<file path="src/rtl/hadd_bist_if.sv">
// Operand/response bundle between the BIST engine (master) and the half-adder datapath (slave).
interface hadd_bist_if #(
    parameter int WIDTH = 1
) ();
    logic [WIDTH-1:0] a;
    logic [WIDTH-1:0] b;
    logic [WIDTH-1:0] sum;
    logic [WIDTH-1:0] carry;

    modport master (output a, output b, input sum, input carry);
    modport slave  (input a, input b, output sum, output carry);
endinterface

</file>
<file path="src/rtl/hadd_bist.sv">
// Exhaustive self-checking sweep of a WIDTH-bit parallel half adder with a configurable
// response latency; reports pass/fail, saturating error count and the first failing vector.
module hadd_bist #(
    parameter int WIDTH   = 1,
    parameter int LATENCY = 0
) (
    input  logic             clk,
    input  logic             rst,
    input  logic             start_i,
    hadd_bist_if.master      dut_if,
    output logic             busy_o,
    output logic             done_o,
    output logic             pass_o,
    output logic [15:0]      err_count_o,
    output logic [WIDTH-1:0] fail_a_o,
    output logic [WIDTH-1:0] fail_b_o
);

    localparam int IDX_W = 2 * WIDTH + 1;
    localparam int LAT_W = (LATENCY > 0) ? $clog2(LATENCY + 1) : 1;
    localparam logic [IDX_W-1:0] NUM_VEC  = IDX_W'(1) << (2 * WIDTH);
    localparam logic [LAT_W-1:0] LAT_LAST = LAT_W'(LATENCY);

    typedef enum logic [1:0] {IDLE, RUN, DONE} state_t;

    state_t           state_q, state_d;
    logic [IDX_W-1:0] idx_q, idx_d;
    logic [LAT_W-1:0] lat_q, lat_d;
    logic [WIDTH-1:0] a_q, a_d, b_q, b_d;
    logic [WIDTH-1:0] failA_q, failA_d, failB_q, failB_d;
    logic [15:0]      errCount_q, errCount_d;
    logic             busy_q, busy_d, done_q, done_d, pass_q, pass_d;

    logic             sampleNow;
    logic             mismatch;
    logic [IDX_W-1:0] idxNext;

    // The extra index bit lets the terminal count differ from vector 0.
    assign sampleNow = (lat_q == LAT_LAST);
    assign mismatch  = (dut_if.sum != (a_q ^ b_q)) || (dut_if.carry != (a_q & b_q));
    assign idxNext   = idx_q + 1'b1;

    always_ff @(posedge clk) begin
        if (rst) begin
            state_q    <= IDLE;
            idx_q      <= '0;
            lat_q      <= '0;
            a_q        <= '0;
            b_q        <= '0;
            failA_q    <= '0;
            failB_q    <= '0;
            errCount_q <= '0;
            busy_q     <= 1'b0;
            done_q     <= 1'b0;
            pass_q     <= 1'b0;
        end else begin
            state_q    <= state_d;
            idx_q      <= idx_d;
            lat_q      <= lat_d;
            a_q        <= a_d;
            b_q        <= b_d;
            failA_q    <= failA_d;
            failB_q    <= failB_d;
            errCount_q <= errCount_d;
            busy_q     <= busy_d;
            done_q     <= done_d;
            pass_q     <= pass_d;
        end
    end

    always_comb begin
        state_d    = state_q;
        idx_d      = idx_q;
        lat_d      = lat_q;
        a_d        = a_q;
        b_d        = b_q;
        failA_d    = failA_q;
        failB_d    = failB_q;
        errCount_d = errCount_q;
        busy_d     = busy_q;
        done_d     = 1'b0;
        pass_d     = pass_q;

        case (state_q)
            IDLE: begin
                if (start_i) begin
                    state_d    = RUN;
                    idx_d      = '0;
                    lat_d      = '0;
                    a_d        = '0;
                    b_d        = '0;
                    failA_d    = '0;
                    failB_d    = '0;
                    errCount_d = '0;
                    pass_d     = 1'b0;
                    busy_d     = 1'b1;
                end
            end
            RUN: begin
                if (sampleNow) begin
                    // First mismatch of the sweep is the one left in fail_a/fail_b.
                    if (mismatch) begin
                        if (errCount_q != 16'hFFFF) errCount_d = errCount_q + 16'd1;
                        if (errCount_q == 16'd0) begin
                            failA_d = a_q;
                            failB_d = b_q;
                        end
                    end
                    lat_d = '0;
                    idx_d = idxNext;
                    if (idxNext == NUM_VEC) begin
                        state_d = DONE;
                        busy_d  = 1'b0;
                        done_d  = 1'b1;
                        a_d     = '0;
                        b_d     = '0;
                    end else begin
                        {a_d, b_d} = idxNext[2*WIDTH-1:0];
                    end
                end else begin
                    lat_d = lat_q + 1'b1;
                end
            end
            DONE: begin
                state_d = IDLE;
                pass_d  = (errCount_q == 16'd0);
            end
            default: state_d = IDLE;
        endcase
    end

    assign dut_if.a    = a_q;
    assign dut_if.b    = b_q;
    assign busy_o      = busy_q;
    assign done_o      = done_q;
    assign pass_o      = pass_q;
    assign err_count_o = errCount_q;
    assign fail_a_o    = failA_q;
    assign fail_b_o    = failB_q;

endmodule

</file>
<file path="src/flat_wrapper.sv">
// flat-port wrapper written by rule: the top's interface ports become plain ports
module hadd_bist_flat 
#(
    parameter int WIDTH   = 1,
    parameter int LATENCY = 0
)
  (clk, rst, start_i, busy_o, done_o, pass_o, err_count_o, fail_a_o, fail_b_o, dut_if_a, dut_if_b, dut_if_sum, dut_if_carry);
  hadd_bist_if #(.WIDTH(WIDTH)) dut_if_i ();
  input  logic clk;
  input  logic rst;
  input  logic start_i;
  output logic busy_o;
  output logic done_o;
  output logic pass_o;
  output logic [15:0] err_count_o;
  output logic [WIDTH-1:0] fail_a_o;
  output logic [WIDTH-1:0] fail_b_o;
  output wire logic [$bits(dut_if_i.a)-1:0] dut_if_a;
  output wire logic [$bits(dut_if_i.b)-1:0] dut_if_b;
  input wire logic [$bits(dut_if_i.sum)-1:0] dut_if_sum;
  input wire logic [$bits(dut_if_i.carry)-1:0] dut_if_carry;
  assign dut_if_a = dut_if_i.a;
  assign dut_if_b = dut_if_i.b;
  assign dut_if_i.sum = dut_if_sum;
  assign dut_if_i.carry = dut_if_carry;
  hadd_bist #(.WIDTH(WIDTH), .LATENCY(LATENCY)) u_core (.clk(clk), .rst(rst), .start_i(start_i), .dut_if(dut_if_i), .busy_o(busy_o), .done_o(done_o), .pass_o(pass_o), .err_count_o(err_count_o), .fail_a_o(fail_a_o), .fail_b_o(fail_b_o));
endmodule
</file>
<file path="config.mk">
export PLATFORM = sky130hd
export DESIGN_NAME = hadd_bist_flat
export DESIGN_NICKNAME = d
export VERILOG_FILES = /design/src/rtl/hadd_bist_if.sv /design/src/rtl/hadd_bist.sv /design/src/flat_wrapper.sv
export SDC_FILE = /design/constraint.sdc
export NUM_CORES = 1
export LEC_CHECK = 0
export CAP_MARGIN = 20
export CELL_PAD_IN_SITES_DETAIL_PLACEMENT = 0
export CELL_PAD_IN_SITES_GLOBAL_PLACEMENT = 1
export CORE_ASPECT_RATIO = 1.75
export CORE_MARGIN = 8
export CORE_UTILIZATION = 42
export CTS_BUF_LIST = sky130_fd_sc_hd__clkbuf_4
export DETAILED_ROUTE_END_ITERATION = 7
export GPL_TIMING_DRIVEN = 0
export PLACE_DENSITY = 0.86
export SLEW_MARGIN = 10
export SYNTH_ARGS = -nofsm -noshare
export SYNTH_HDL_FRONTEND = slang
export SYNTH_SLANG_ARGS = --single-unit
</file>
<file path="constraint.sdc">
create_clock -name clk -period 5.8 [get_ports clk]
set_clock_uncertainty 0.15 [all_clocks]
set_input_delay 1.16 -clock clk [delete_from_list [all_inputs] [get_ports clk]]
set_output_delay 1.16 -clock clk [all_outputs]
set_load 0.02 [all_outputs]
</file>
==> out/metrics.cfg <==
[cells_and_area]
antenna-diode-count = 0
finalInstanceArea_sq_mm = 0.00181
drive_above_1_share = 0.0628
fin_nets = 218
multi_input_area_sq_um = 851
final_cell_mix = 27 x clkdlybuf4s50_1, 27 x dfxtp_1, 19 x nor2_1
fillers = 369
fin_util = 0.538
regArea_sq_um = 541
layout-area-overhead-vs-synth_pct = 24.3

[worst_setup_path]
cp-startpoint = dut_if_sum
critPathCaptureType = register
crit_buf_inv = 2
required_ns = 5.93
crit_slowest_cell = clkdlybuf4s50_1
reg2reg_depth = 7
reg2reg_from = u_core.dut_if.b
crit_type = primary input to register
critical-path-top-delay-family = buffers and inverters
critPathMaxStageDelay_ns = 0.47
cp-start-kind = primary input
path_cells = clkdlybuf4s50_1 -> xor2_1 -> o21ai_2 -> o21a_1 -> buf_6 -> or4_1 -> o22ai_1
crit_arrival_ns = 3.00
path_max_fanout = 10
path_depth = 7

[drt]
dr.pass1.iters = 4
drt-total-wl_um = 4160
dr.first_iter.drc_count = 35
viasPerCell = 5.88
wire_per_inst_um = 16.5
antenna_left = 0
num_vias = 1483
drc_errors = 0

[grt]
antenna_found_initial = 0
track_usage = 0.154
grt_max_degree = 16
grt_overflow = 0
grt_pass1_wl_um = 6760
grt_pass1_vias = 1431

[yosys]
synth-warning-count = 0
postSynthNetCount = 186
synthFlopType = dfxtp_1
yosysUniqueCellTypes = 45
synthArstFlopShare = 0
synth_area_leader_cell = dfxtp_1
synthCells = 176
synthTopCellsByArea = dfxtp_1 37%, a21oi_1 5.2%, nor2_1 4.9%, ha_1 4.3%, o21ai_0 3.8%
synth_edf_count = 0
ys_seq_elements = 27
netlist_area_sq_mm = 0.00146
syn_avg_cell_area_sq_um = 8.27
ys_seq_area_frac = 0.371
synth.top_cell.area_share = 0.371

[placed_design]
port_buffers = 27
hpwl_um = 3230
postPlaceCellArea_sq_mm = 0.00178
gp_congestion = 0.888

[die]
fp.coreArea_sq_mm = 0.00336
io_pins = 28
start_util = 0.433
die-area_sq_mm = 0.00568
fp.dieH_um = 93.9
rows = 28
die_w_um = 60.5

[clock_tree]
hold_buffers = 0
cts.path.max_buffers = 2
cts_resized = 0
cts_made_buffers = 3
post_cts_buffers = 0
cts-htree-levels = 1
clockRootBuffer = clkbuf_4
cts.sinks = 27
clock_latency_ns = 0.34
cts_tree = yes
clk_pin_slew_ns = 0.15

[sta]
setup_violations = 0
min_period_ns = 2.87
timing.setup.tns_ns = 0
report.final.slew_viol_count = 0
max-slew-margin-rel = 0.558
whs_ns = 0.336
rsz0062_at_grt = false
tightest_slew_ns = 0.659
max_freq_mhz = 348
period_share = 0.495
hold_viol_final = 0

[hold_path]
hold_class = register to register
hp-start = u_core.pass_o
holdPathStages = 2

[power_and_ir_drop]
power.density_mw_per_mm2 = 180
peakVddDrop_mv = 0.150
leakagePower_nw = 0.675
fin_total_pwr_uw = 327

[flow_run]
maxCapViolCount = 0

[status]
status = finished clean

[where the power goes]
| part | leakage, nW | switching [mW] | internal [mW] |
|---|---|---|---|
| sequential | 0.219 | 0.00327 | 0.189 |
| clock | 0.0177 | 0.0588 | 0.0260 |
| combinational | 0.439 | 0.0308 | 0.0192 |
| total | 0.675 | 0.0929 | 0.234 |
[per-stage QoR]
stage	instances	worst slack, ns
after detailed placement	248	2.57
after global placement	248	2.61
after CTS	252	2.93
final	252	2.93
after floorplan	176	3.21
after global routing	252	2.86
[final timing paths]
kind                                          endpoint  slack (ns)
worst min register to register           u_core.pass_o        0.34
worst max-delay path            u_core.err_count_o[12]        2.93
worst max register to register  u_core.err_count_o[12]        3.43
worst min-delay path                     u_core.pass_o        0.34
[worst register-to-register path, delay by kind of cell (launching register included)]
family / cells / cell delay (ns)
xor+xnor: 1 / 0.23
simple gates: 1 / 0.47
compound gates: 3 / 0.54
buf+inv: 1 / 0.14
flops: 1 / 0.50
fa+ha+maj: 1 / 0.29
[registers in the layout, indices dropped and copies added (netlist names)]
signal,cells
u_core.err_count_o,16
u_core.idx_q,2
u_core.state_q,2
u_core.busy_o,1
u_core.done_o,1
u_core.dut_if.a,1
u_core.dut_if.b,1
u_core.fail_a_o,1
u_core.fail_b_o,1
u_core.pass_o,1
[cell usage after synthesis (all sizes together), types with 4 or more instances]
cell,count
a21oi,15
a311oi,4
clkbuf,6
dfxtp,27
ha,5
inv,4
nand2,11
nand3,10
nand4,7
nor2,19
nor3,8
o21ai,13
[logic make-up (layout without fill, tap and decap cells)]
group | count (synthesis) | count (layout) | synth area share
AOI/OAI and AO/OA | 50 | 50 | 0.221
buffers and inverters | 13 | 44 | 0.0447
and+or+nand+nor | 77 | 77 | 0.290
xor gates and xnor gates | 3 | 3 | 0.0232
muxes | 1 | 1 | 0.00773
adders and majority gates | 5 | 5 | 0.0430
DFF | 27 | 27 | 0.371
[area by class of cell]
| type | instances | area share |
|---|---|---|
| plain buffers | 9 | 0.0276 |
| clock buffers | 3 | 0.0124 |
| clock inverters | 1 | 0.00276 |
| inverters | 4 | 0.00829 |
| multi-input cells | 136 | 0.470 |
| flip-flops and latches | 27 | 0.299 |
| well taps | 45 | 0.0311 |
| repair buffers | 27 | 0.149 |
[metal layers]
layer / GRT usage / wire length (um) / vias to the layer above
met3: 0.0178 / 192 / 5
li1: - / - / 721
met2: 0.303 / 2340 / 38
met5: 0 / 0 / -
met4: 0.0587 / 65 / 0
met1: 0.152 / 1560 / 719
Power figures use the tool's default switching activity.
==> edit (same flow settings) <==
`LATENCY` is set to 0 in 2 places; all go to 1.
--- a/src/rtl/hadd_bist.sv
+++ b/src/rtl/hadd_bist.sv
@@ -4,3 +4,3 @@
     parameter int WIDTH   = 1,
-    parameter int LATENCY = 0
+    parameter int LATENCY = 1
 ) (
--- a/src/flat_wrapper.sv
+++ b/src/flat_wrapper.sv
@@ -4,3 +4,3 @@
     parameter int WIDTH   = 1,
-    parameter int LATENCY = 0
+    parameter int LATENCY = 1
 )
Check against the original RTL: not equivalent (Yosys sat finds a counterexample within 4 cycles, from zero or initial values and one cycle with rst high).
==> edit against the original RTL <==
- worst hold slack gained 0.021 ns
- cell count decreased by 6.7%
- first-iteration DRC count shrank 20%
- final area decreased by 0.28%
- sequential cell count increased by 1
- synthesized area shrank 0.26%
- setup slack gained 0.038 ns
- sequential power grew 3%
- via count down 14%
- register-to-register slack about the same
- total power is 0.90% lower
- wire length fell by 18%
- non-clock buffer count shrank 1
- critical path type unchanged
==> edit: results (changes against the original RTL) <==
Status - finished, final reports clean
Yosys warning count - 0 (unchanged)
Share of async-settable or async-resettable flops after synthesis - 0% (unchanged)
Antenna Cells - 0 (unchanged)
Via count - 1282 (-14%)
Pin count of the biggest net entering global routing - 16 (unchanged)
Setup slack, reg-to-reg - 3.43 ns (about the same)
DR iter-0 viols - 28 (-20%)
Unique masters post-synth - 42 (-6.7%)
Reg2reg path depth - 6 (-1)
Fraction of layout cells with a size suffix above 1 - 8.42% (+2.1 points)
Final net count - 201 (-7.8%)
Min-Delay Endpoint - u_core.idx_q[2]$_SDFFE_PP0P_
Commonest cells in the synthesized netlist - dfxtp_1, nor2_1, xnor2_1, a21oi_1, nand2_1
Power density over the cells - 179 mW/mm^2 (-0.63%)
Static leakage - 0.659 nW (-2.3%)
Max reg flops - 16 (unchanged)
Sequential share of the synthesized area - 38.6% (+1.5 points)
Adder-cell area share of the yosys netlist - 4.31% (+0.011 points)
Hold Crit Depth - 2 (unchanged)
Worst-path fanout max - 4 (-6)
HP Class - flop to flop
CP peak stage delay - 0.51 ns (+0.04 ns)
Drt wl/cell - 14.5 um (-12%)
Worst vdd ir - 0.144 mV (-3.7%)
CP delay by family, top - compound AO/OA/AOI/OAI gates
Finished Layout Cells - 235 (-6.7%)
DP HPWL - 2650 um (-18%)
Dpl cell area - 0.00178 mm^2 (-0.21%)
Clock latency on the worst-skew pair - 0.34 ns (about the same)
CTS resizes - 0 (unchanged)
Synth Area in Compound Gates - 15.0% (-7.1 points)
Syn Nets - 169 (-9.1%)
Placer congestion estimate - 0.813 (-8.4%)
Cts bufs inserted - 3 (unchanged)
PortBufs - 27 (unchanged)
Sw Share - 25.9% (-2.5 points)
Clock buffer depth - 2 (unchanged)
Critical-path top delay cell - clkdlybuf4s50_1
Placed Cells - 231 (-6.9%)
Clk pin slew, worst setup/hold paths - 0.15 ns (about the same)
Post-synthesis cell count - 159 (-9.7%)
# fillers - 352 (-4.6%)
Synth Area in XOR/XNOR - 8.44% (+6.1 points)
Clk network pwr share - 25.3% (-0.7 points)
Vias in the first global route - 1295 (-9.5%)
H-tree level count - 1 (unchanged)
Slew HR - 55.1% (-0.72 points)
CP arrival - 2.96 ns (-0.04 ns)
GRT Resource Usage Total - 13.1% (-2.3 points)
Worst Hold Launch - u_core.idx_q[2]$_SDFFE_PP0P_
P_comb - 43.4 uW (-13%)
Hold WS - 0.357 ns (+0.0209 ns)
Multiplexer share of the synthesized area - 2.76% (+2.0 points)
Reg2reg end - u_core.err_count_o[15]$_SDFFE_PP0P_
Global-route wire length before repair - 5890 um (-13%)
Synth top area cells - dfxtp_1, nor2_1, xnor2_1, ha_1, xor2_1
edit: cell types whose count changed after synthesis, moves of 4 or more:
cell	change
nand4_1	-4
xnor2_1	+8
o2111ai_1	+4
nand3_1	-7
a311oi_1	-4
mux2i_1	+4
nand2_1	-4
a21oi_1	-8
xor2_1	+4
o21ai_0	-6
edit: routing by layer:
layer	global-route usage, %	vias to the layer above	routed length (um)
li1	-	644	-
met1	13.8	613	1430
met2	24.4	21	1810
met3	1.51	4	117
met4	6.07	0	56
met5	0	-	0
edit: worst max-delay path by stage:
| stage | startpoint | to | slack [ns] | cells past startpoint |
|---|---|---|---|---|
| after floorplan | dut_if_carry | u_core.err_count_o[5]$_SDFFE_PP0P_ | 3.26 | 5 |
| after global placement | start_i | u_core.err_count_o[11]$_SDFFE_PP0P_ | 2.64 | 6 |
| after detailed placement | start_i | u_core.err_count_o[2]$_SDFFE_PP0P_ | 2.54 | 5 |
| after CTS | start_i | u_core.err_count_o[2]$_SDFFE_PP0P_ | 2.92 | 5 |
| after global routing | start_i | u_core.err_count_o[15]$_SDFFE_PP0P_ | 2.83 | 6 |
| final | start_i | u_core.err_count_o[15]$_SDFFE_PP0P_ | 2.97 | 6 |
edit: per-stage QoR:
step	setup slack [ns]	utilization [%]
global placement	2.64	52.9
detailed placement	2.54	52.9
finish	2.97	53.7
CTS	2.92	53.7
global route	2.83	53.7
floorplan	3.26	-
edit: layout make-up:
class	count	share of cell area [%]
Tap cell	45	3.12
Multi-Input combinational cell	119	46.1
Sequential cell	28	31.0
Clock inverter	1	0.208
Inverter	4	0.832
Buffer	8	2.49
Clock buffer	3	1.25
Timing Repair Buffer	27	15.0
